[src/rtl/addsub_pkg.sv]
// Shared types and helpers for the bit-serial adder/subtractor:
// FSM state encoding, counter sizing and saturation bound patterns.
package addsub_pkg;

   typedef enum logic [1:0] {
      IDLE = 2'd0,
      RUN  = 2'd1,
      DONE = 2'd2
   } state_t;

   localparam int MAX_WIDTH = 64;

   function automatic int cntWidth(input int width);
      return (width > 1) ? $clog2(width) : 1;
   endfunction

   // Largest positive two's-complement value, right-aligned in a MAX_WIDTH word
   function automatic logic [MAX_WIDTH-1:0] satMax(input int width);
      logic [MAX_WIDTH-1:0] v;
      v = '0;
      for (int i = 0; i < width - 1; i++) v[i] = 1'b1;
      return v;
   endfunction

   function automatic logic [MAX_WIDTH-1:0] satMin(input int width);
      logic [MAX_WIDTH-1:0] v;
      v = '0;
      v[width-1] = 1'b1;
      return v;
   endfunction

endpackage

[src/rtl/full_adder_1b.sv]
// Single-bit full adder used as the one shared arithmetic slice.
module full_adder_1b (
   input  logic a,
   input  logic b,
   input  logic ci,
   output logic s,
   output logic co
);

   assign s  = a ^ b ^ ci;
   assign co = (a & b) | (ci & (a ^ b));

endmodule

[src/rtl/addsub_serial.sv]
// Bit-serial two's-complement add/subtract, one result bit per clock.
// Define ADDSUB_SAT_EN to clamp S to the signed range on overflow.
module addsub_serial
   import addsub_pkg::*;
#(
   parameter int WIDTH = 8
) (
   input  logic             clk,
   input  logic             rst,
   input  logic             start,
   input  logic             sub,
   input  logic [WIDTH-1:0] a,
   input  logic [WIDTH-1:0] b,
   output logic             busy,
   output logic             done,
   output logic [WIDTH-1:0] s,
   output logic             co,
   output logic             flag
);

   localparam int CNT_W = cntWidth(WIDTH);
   localparam logic [CNT_W-1:0] LAST = CNT_W'(WIDTH - 1);

`ifdef ADDSUB_SAT_EN
   localparam logic [MAX_WIDTH-1:0] SAT_MAX_FULL = satMax(WIDTH);
   localparam logic [MAX_WIDTH-1:0] SAT_MIN_FULL = satMin(WIDTH);
   localparam logic [WIDTH-1:0] SAT_MAX = SAT_MAX_FULL[WIDTH-1:0];
   localparam logic [WIDTH-1:0] SAT_MIN = SAT_MIN_FULL[WIDTH-1:0];
`endif

   state_t state, nextState;

   logic [WIDTH-1:0] aReg, bReg, sReg, sNext;
   logic [CNT_W-1:0] cnt;
   logic             carry, coReg, flagReg;
   logic             sumBit, carryOut, accept, lastBit;

   full_adder_1b u_fa (
      .a (aReg[0]),
      .b (bReg[0]),
      .ci(carry),
      .s (sumBit),
      .co(carryOut)
   );

   always_ff @(posedge clk or posedge rst) begin
      if (rst) state <= IDLE;
      else     state <= nextState;
   end

   // A new request is only taken when no operation is in flight
   always_comb begin
      nextState = state;
      busy      = 1'b0;
      done      = 1'b0;
      accept    = 1'b0;
      case (state)
         IDLE: begin
            if (start) begin
               accept    = 1'b1;
               nextState = RUN;
            end
         end
         RUN: begin
            busy = 1'b1;
            if (cnt == LAST) nextState = DONE;
         end
         DONE: begin
            done = 1'b1;
            if (start) begin
               accept    = 1'b1;
               nextState = RUN;
            end else begin
               nextState = IDLE;
            end
         end
         default: nextState = IDLE;
      endcase
   end

   assign lastBit = (state == RUN) && (cnt == LAST);

   // On the MSB step the operand LSBs hold the operand sign bits
   always_comb begin
      sNext = {sumBit, sReg[WIDTH-1:1]};
`ifdef ADDSUB_SAT_EN
      if (lastBit && (carry ^ carryOut)) sNext = aReg[0] ? SAT_MIN : SAT_MAX;
`endif
   end

   always_ff @(posedge clk or posedge rst) begin
      if (rst) begin
         aReg    <= '0;
         bReg    <= '0;
         sReg    <= '0;
         cnt     <= '0;
         carry   <= 1'b0;
         coReg   <= 1'b0;
         flagReg <= 1'b0;
      end else if (accept) begin
         aReg  <= a;
         bReg  <= b ^ {WIDTH{sub}};
         carry <= sub;
         cnt   <= '0;
      end else if (state == RUN) begin
         aReg  <= aReg >> 1;
         bReg  <= bReg >> 1;
         sReg  <= sNext;
         carry <= carryOut;
         cnt   <= cnt + CNT_W'(1);
         if (lastBit) begin
            coReg   <= carryOut;
            flagReg <= carry ^ carryOut;
         end
      end
   end

   assign s    = sReg;
   assign co   = coReg;
   assign flag = flagReg;

endmodule

[config.mk]
export PLATFORM = sky130hd
export DESIGN_NAME = addsub_serial
export DESIGN_NICKNAME = d
export VERILOG_FILES = /design/src/rtl/addsub_pkg.sv /design/src/rtl/full_adder_1b.sv /design/src/rtl/addsub_serial.sv
export SDC_FILE = /design/constraint.sdc
export NUM_CORES = 1
export LEC_CHECK = 0
export ABC_AREA = 1
export CORE_ASPECT_RATIO = 1.5
export CORE_UTILIZATION = 50
export DETAILED_ROUTE_END_ITERATION = 7
export GPL_ROUTABILITY_DRIVEN = 0
export HOLD_SLACK_MARGIN = 0.02
export PLACE_DENSITY = 0.78
export SYNTH_ARGS = -nofsm -noshare
export SYNTH_HDL_FRONTEND = slang
export SYNTH_SLANG_ARGS = --single-unit
[constraint.sdc]
create_clock -name clk -period 1.72 [get_ports clk]
set_input_delay 0.344 -clock clk [delete_from_list [all_inputs] [get_ports clk]]
set_output_delay 0.344 -clock clk [all_outputs]
set_load 0.005 [all_outputs]
# After elaboration in Yosys (flattened, before gate mapping)
# Index checks and enable logic that the tools add are counted.
[totals]
elab_cells = 45
output_inout_bits = 12
register_bits = 32
input_bits = 20
[op_classes]
mux = 16
eq_ne = 5
n_addsub = 1
bitwise_logic = 8
n_reduce_logical = 7
[op_table]
columns = ["cell", "n"]
rows = [
  ["$mux W8", 4],
  ["$xor A8 B8 Y8", 1],
  ["$mux W1", 7],
  ["$mux W3", 2],
  ["$pmux W2 S3", 1],
  ["$mux W2", 2],
  ["$reduce_and A2 Y1", 2],
  ["$add A3 B1 Y3 const B", 1],
  ["$eq A3 B3 Y1 const B", 1],
  ["$reduce_and A3 Y1", 1],
  ["$xor A1 B1 Y1", 3],
  ["$and A1 B1 Y1", 2],
  ["$eq A2 B1 Y1 const B", 1],
  ["$eq A2 B2 Y1 const B", 1],
  ["$logic_not A2 Y1", 1],
  ["$ne A2 B1 Y1 const B", 1],
  ["$ne A2 B2 Y1 const B", 1],
  ["$reduce_bool A2 Y1", 1],
  ["$reduce_or A2 Y1", 1],
  ["$logic_and A1 B1 Y1", 1],
  ["$not A1 Y1", 1],
  ["$or A1 B1 Y1", 1],
]

# Longest topological paths before layout
[depth]
ltp_word = 5
ltp_mapped = 7
mapped_depth_nobuf = 6

# Modules after synthesis
# A second synthesis with hierarchy kept.
[hier_totals]
cells_unflattened = 212
area_unflattened_um2 = 1575.3
[by_module_without_submodules]
columns = ["module", "instances", "area_each_um2", "cells_per_inst", "seq_area_each_um2"]
rows = [
  ["addsub_serial", 1, 1555.2, 211, 800.8],
  ["full_adder_1b", 1, 20.0, 1, 0.0],
]

# Worst setup path before layout
# No wires, ideal clock.
[synth_timing]
path_kind = "register to register"
start = "register carry"
end = "register flagReg (netlist: flag)"
stages_incl_launch_ff = 5
slack_ns = 0.478
required_ns = 1.600
setup_time_ns = 0.120
arrival_ns = 1.122
synth_period_minus_slack_ns = 1.242
path_buffers = 0
path_cell_list = "dfrtp_1 > fa_1 > xor2_1 > nand2_1 > nand2_1"
[synth_between]
elab_chain_cells = 3
[synth_rtl]
columns = ["item", "line", "rtl"]
rows = [
  ["from (decl)", "addsub_serial.sv:35", "logic carry, coReg, flagReg;"],
  ["from (signal assigned)", "addsub_serial.sv:103", "carry <= sub;"],
  ["from (signal assigned)", "addsub_serial.sv:109", "carry <= carryOut;"],
  ["$and A1 B1 Y1", "full_adder_1b.sv:11", "assign co = (a & b) | (ci & (a ^ b));"],
  ["$or A1 B1 Y1", "full_adder_1b.sv:11", ""],
  ["via carryOut", "addsub_serial.sv:36", "logic sumBit, carryOut, accept, lastBit;"],
  ["$xor A1 B1 Y1", "addsub_serial.sv:113", "flagReg <= carry ^ carryOut;"],
  ["to (signal assigned)", "addsub_serial.sv:113", ""],
  ["to (decl)", "addsub_serial.sv:35", ""],
]
# The timed path passes the listed nets, and every way through them passes these cells.
# A chain may end at the register's enable or synchronous reset.

# Worst setup path in the final report
[layout_timing]
start = "register state[0]"
end = "output port done"
[layout_between]
elab_chain_cells = 2
[layout_rtl]
columns = ["item", "line", "rtl"]
rows = [
  ["from (decl)", "addsub_serial.sv:31", "state_t state, nextState;"],
  ["from (signal assigned)", "addsub_serial.sv:48", "else state <= nextState;"],
  ["$eq A2 B2 Y1", "addsub_serial.sv:57", "case (state)"],
  ["$mux W1", "addsub_serial.sv:57", ""],
  ["to (decl)", "addsub_serial.sv:15", "output logic done,"],
]
# Every way passes these cells.

==> qor.txt <==
Status - completed
Sw Share - 0.389
Count leader, synth - nand2_1
Final ANT Viol Nets - 0
Max Clock Freq - 598 MHz
Area growth syn-to-layout - 29.4%
Vias per cell - 4.69
Rel. slew slack - 0.736
I/O Pins - 32
Transition time of the tightest slew-check pin - 0.397 ns
Share of cells above drive strength 1 - 0.0757
Final setup margin - 0.0465 ns
Critical path class - flop to output pin
First-pass GRT wire length - 5340 um
FF+latch count, synth - 32
Final number of hold-violating endpoints - 0
Initial DRT Pass Iterations - 4
Initial antenna violation count - 0
Clk_skew - 0.00486 ns
Total of max-cap violations - 0
Min Tclk post-route - 1.67 ns
Drt total wl - 3080 um
Clock power share - 0.161
Hold/Removal Path Class - primary input to asynchronous set/reset pin
Ranking of synthesized cells by area - dfrtp_1 (51%), nand2_1 (28%), inv_1 (5.7%)
Largest net degree at the start of global routing - 33
Register area share after synthesis - 0.508
Core Region - 0.00294 mm^2
Avg Synthesized Cell Area - 7.40 um^2
# setup viols final - 0
Reg-to-Reg Start - carry
Port buffer count - 31
Skew-Pair Late Insertion Delay - 0.29 ns
Fraction of registers with async set/reset - 1.00
FP Rows - 24
Final Cycle Share - 0.973
Placed inst area - 0.00195 mm^2
Post-synth cell types - 17
Clock Tree Root - clkbuf_8
Area leader, netlist - dfrtp_1
Setup crit end kind - output pin
Worst setup startpoint - state[0]
Die height - 70.7 um
N_diodes - 0
Top_reg_cell synth - dfrtp_1
Synth top cells by count - nand2_1 (117), dfrtp_1 (32), inv_1 (24), nand3_1 (11), o21ai_0 (7)
Routed wire per std cell - 10.6 um
H-tree levels - 2
Iter 0 DRT Violations - 40
TritonCTS buffer count - 5
Max VDD drop - 0.000851 V
Synth Warn # - 0
Clock sinks - 32
Sw power - 0.00131 W
Gr usage total - 0.222
Synth Cell Area - 0.00158 mm^2
Design Area, Final - 0.00204 mm^2
Int Pwr - 0.00206 W
Die width - 47.8 um
Crit-path max FO - 4
Post-synthesis net count - 236
Final hold slack - 0.438 ns
PwrDens - 1650 mW/mm^2
Worst R2R Setup Slack - 0.44 ns
Comb pwr share - 0.446
Total global routing overflow - 0
Number of fill cells - 267
Synth top area share - 0.508
Clk slew on worst S/H paths - 0.06 ns
Clock buffer depth - 2
TNS Setup - 0 ns
Worst endpoint required time - 1.38 ns
Mapped Cells - 213
RSZ-0062 raised after global routing - false
Seq pwr share - 0.393
Critical Path Start Type - flop
Via count - 1,361
Slew Viols, Final - 0
Placement Setup Slack - 0.202 ns
DPL Wire Length - 2160 um
Starting Density - 0.535
Full die area - 0.00338 mm^2
Number of global-route vias before repair - 1,336
Nets - 274
Leakage power - 1.11 nW
DRC viols - 0
Worst EP arrival - 1.33 ns
Number of flops mapped to enable cells by yosys - 0
CTS tree - built
[path summary, 6_finish.rpt]
path                       depth (start not counted)       to
max                                                2     done
max reg2reg                                        4     flag
min in group clk                                   2  bReg[3]
min reg2reg                                        2  bReg[3]
min                                                3  aReg[2]
max in group asynchronous                          3  bReg[3]
[metal layers]
metal,vias up,wire length (um),global-route usage
met2,29,1580,0.375
met1,614,1310,0.235
met4,0,59,0.0988
met3,7,140,0.0765
met5,-,0,0
li1,711,-,-
[flip-flops by register name, indices dropped and copies added, names as in the netlist]
signal / count
aReg: 8
bReg: 8
carry: 1
cnt: 3
co: 1
flag: 1
s: 8
state: 2
[cells in the final DEF (no fill, tap or decap), drive strengths merged]
cell type | netlist | routed
xnor2 | 1 | 1
clkbuf | 0 | 6
xor2 | 1 | 1
ha | 2 | 2
o21ai | 7 | 7
clkinv | 0 | 1
nand2 | 119 | 119
dfrtp | 32 | 32
nor2 | 5 | 5
a21oi | 1 | 1
nand3 | 11 | 11
inv | 26 | 26
fa | 1 | 1
dlymetal6s2s | 0 | 1
buf | 7 | 7
clkdlybuf4s50 | 0 | 30
[area by class of cell]
type,instances,area [um^2],share of cell area
Clock inverter,1,5.00,0.00246
Inverter,26,100,0.0491
Multi-Input combinational cell,148,633,0.311
Clock buffer,6,72.6,0.0356
Sequential cell,32,801,0.393
Timing Repair Buffer,38,378,0.185
Tap cell,39,48.8,0.0239
[critical path, stage by stage, from the launching register on]
cell and delay, ns:
dfrtp_1 0.42, nor2_1 0.12, clkdlybuf4s50_1 0.50
[metrics by stage]
step,power [W],utilization,std cells
finish,0.00337,0.693,290
global route,0.00370,0.693,290
CTS,0.00339,0.689,289
detailed placement,0.00284,0.663,282
global placement,0.00278,0.663,282
floorplan,0.00228,-,213
[kinds of logic (layout without fill, tap and decap cells)]
family | count (synthesis) | after routing | synth area share
simple gates | 135 | 135 | 0.337
buf+inv | 33 | 71 | 0.0898
flops | 32 | 32 | 0.508
compound gates | 8 | 8 | 0.0254
fa+ha+maj | 3 | 3 | 0.0286
xor+xnor | 2 | 2 | 0.0111
[power groups by stage]
stage | Clock [W] | Sequential [W] | Combinational [W]
after floorplan | 0 | 0.00130 | 0.000983
after global placement | 0 | 0.00133 | 0.00145
after detailed placement | 0 | 0.00133 | 0.00151
after CTS | 0.000553 | 0.00132 | 0.00152
after global routing | 0.000580 | 0.00138 | 0.00174
final | 0.000542 | 0.00132 | 0.00150
[what timing repair did]
action | 4_1_cts | 5_1_grt
buffers inserted | 0 | 1
hold buffers | 0 | 0
endpoints found under the setup margin | 0 | 1
resized for setup | 0 | 1
Note: power is estimated with default switching activity, not from simulation.
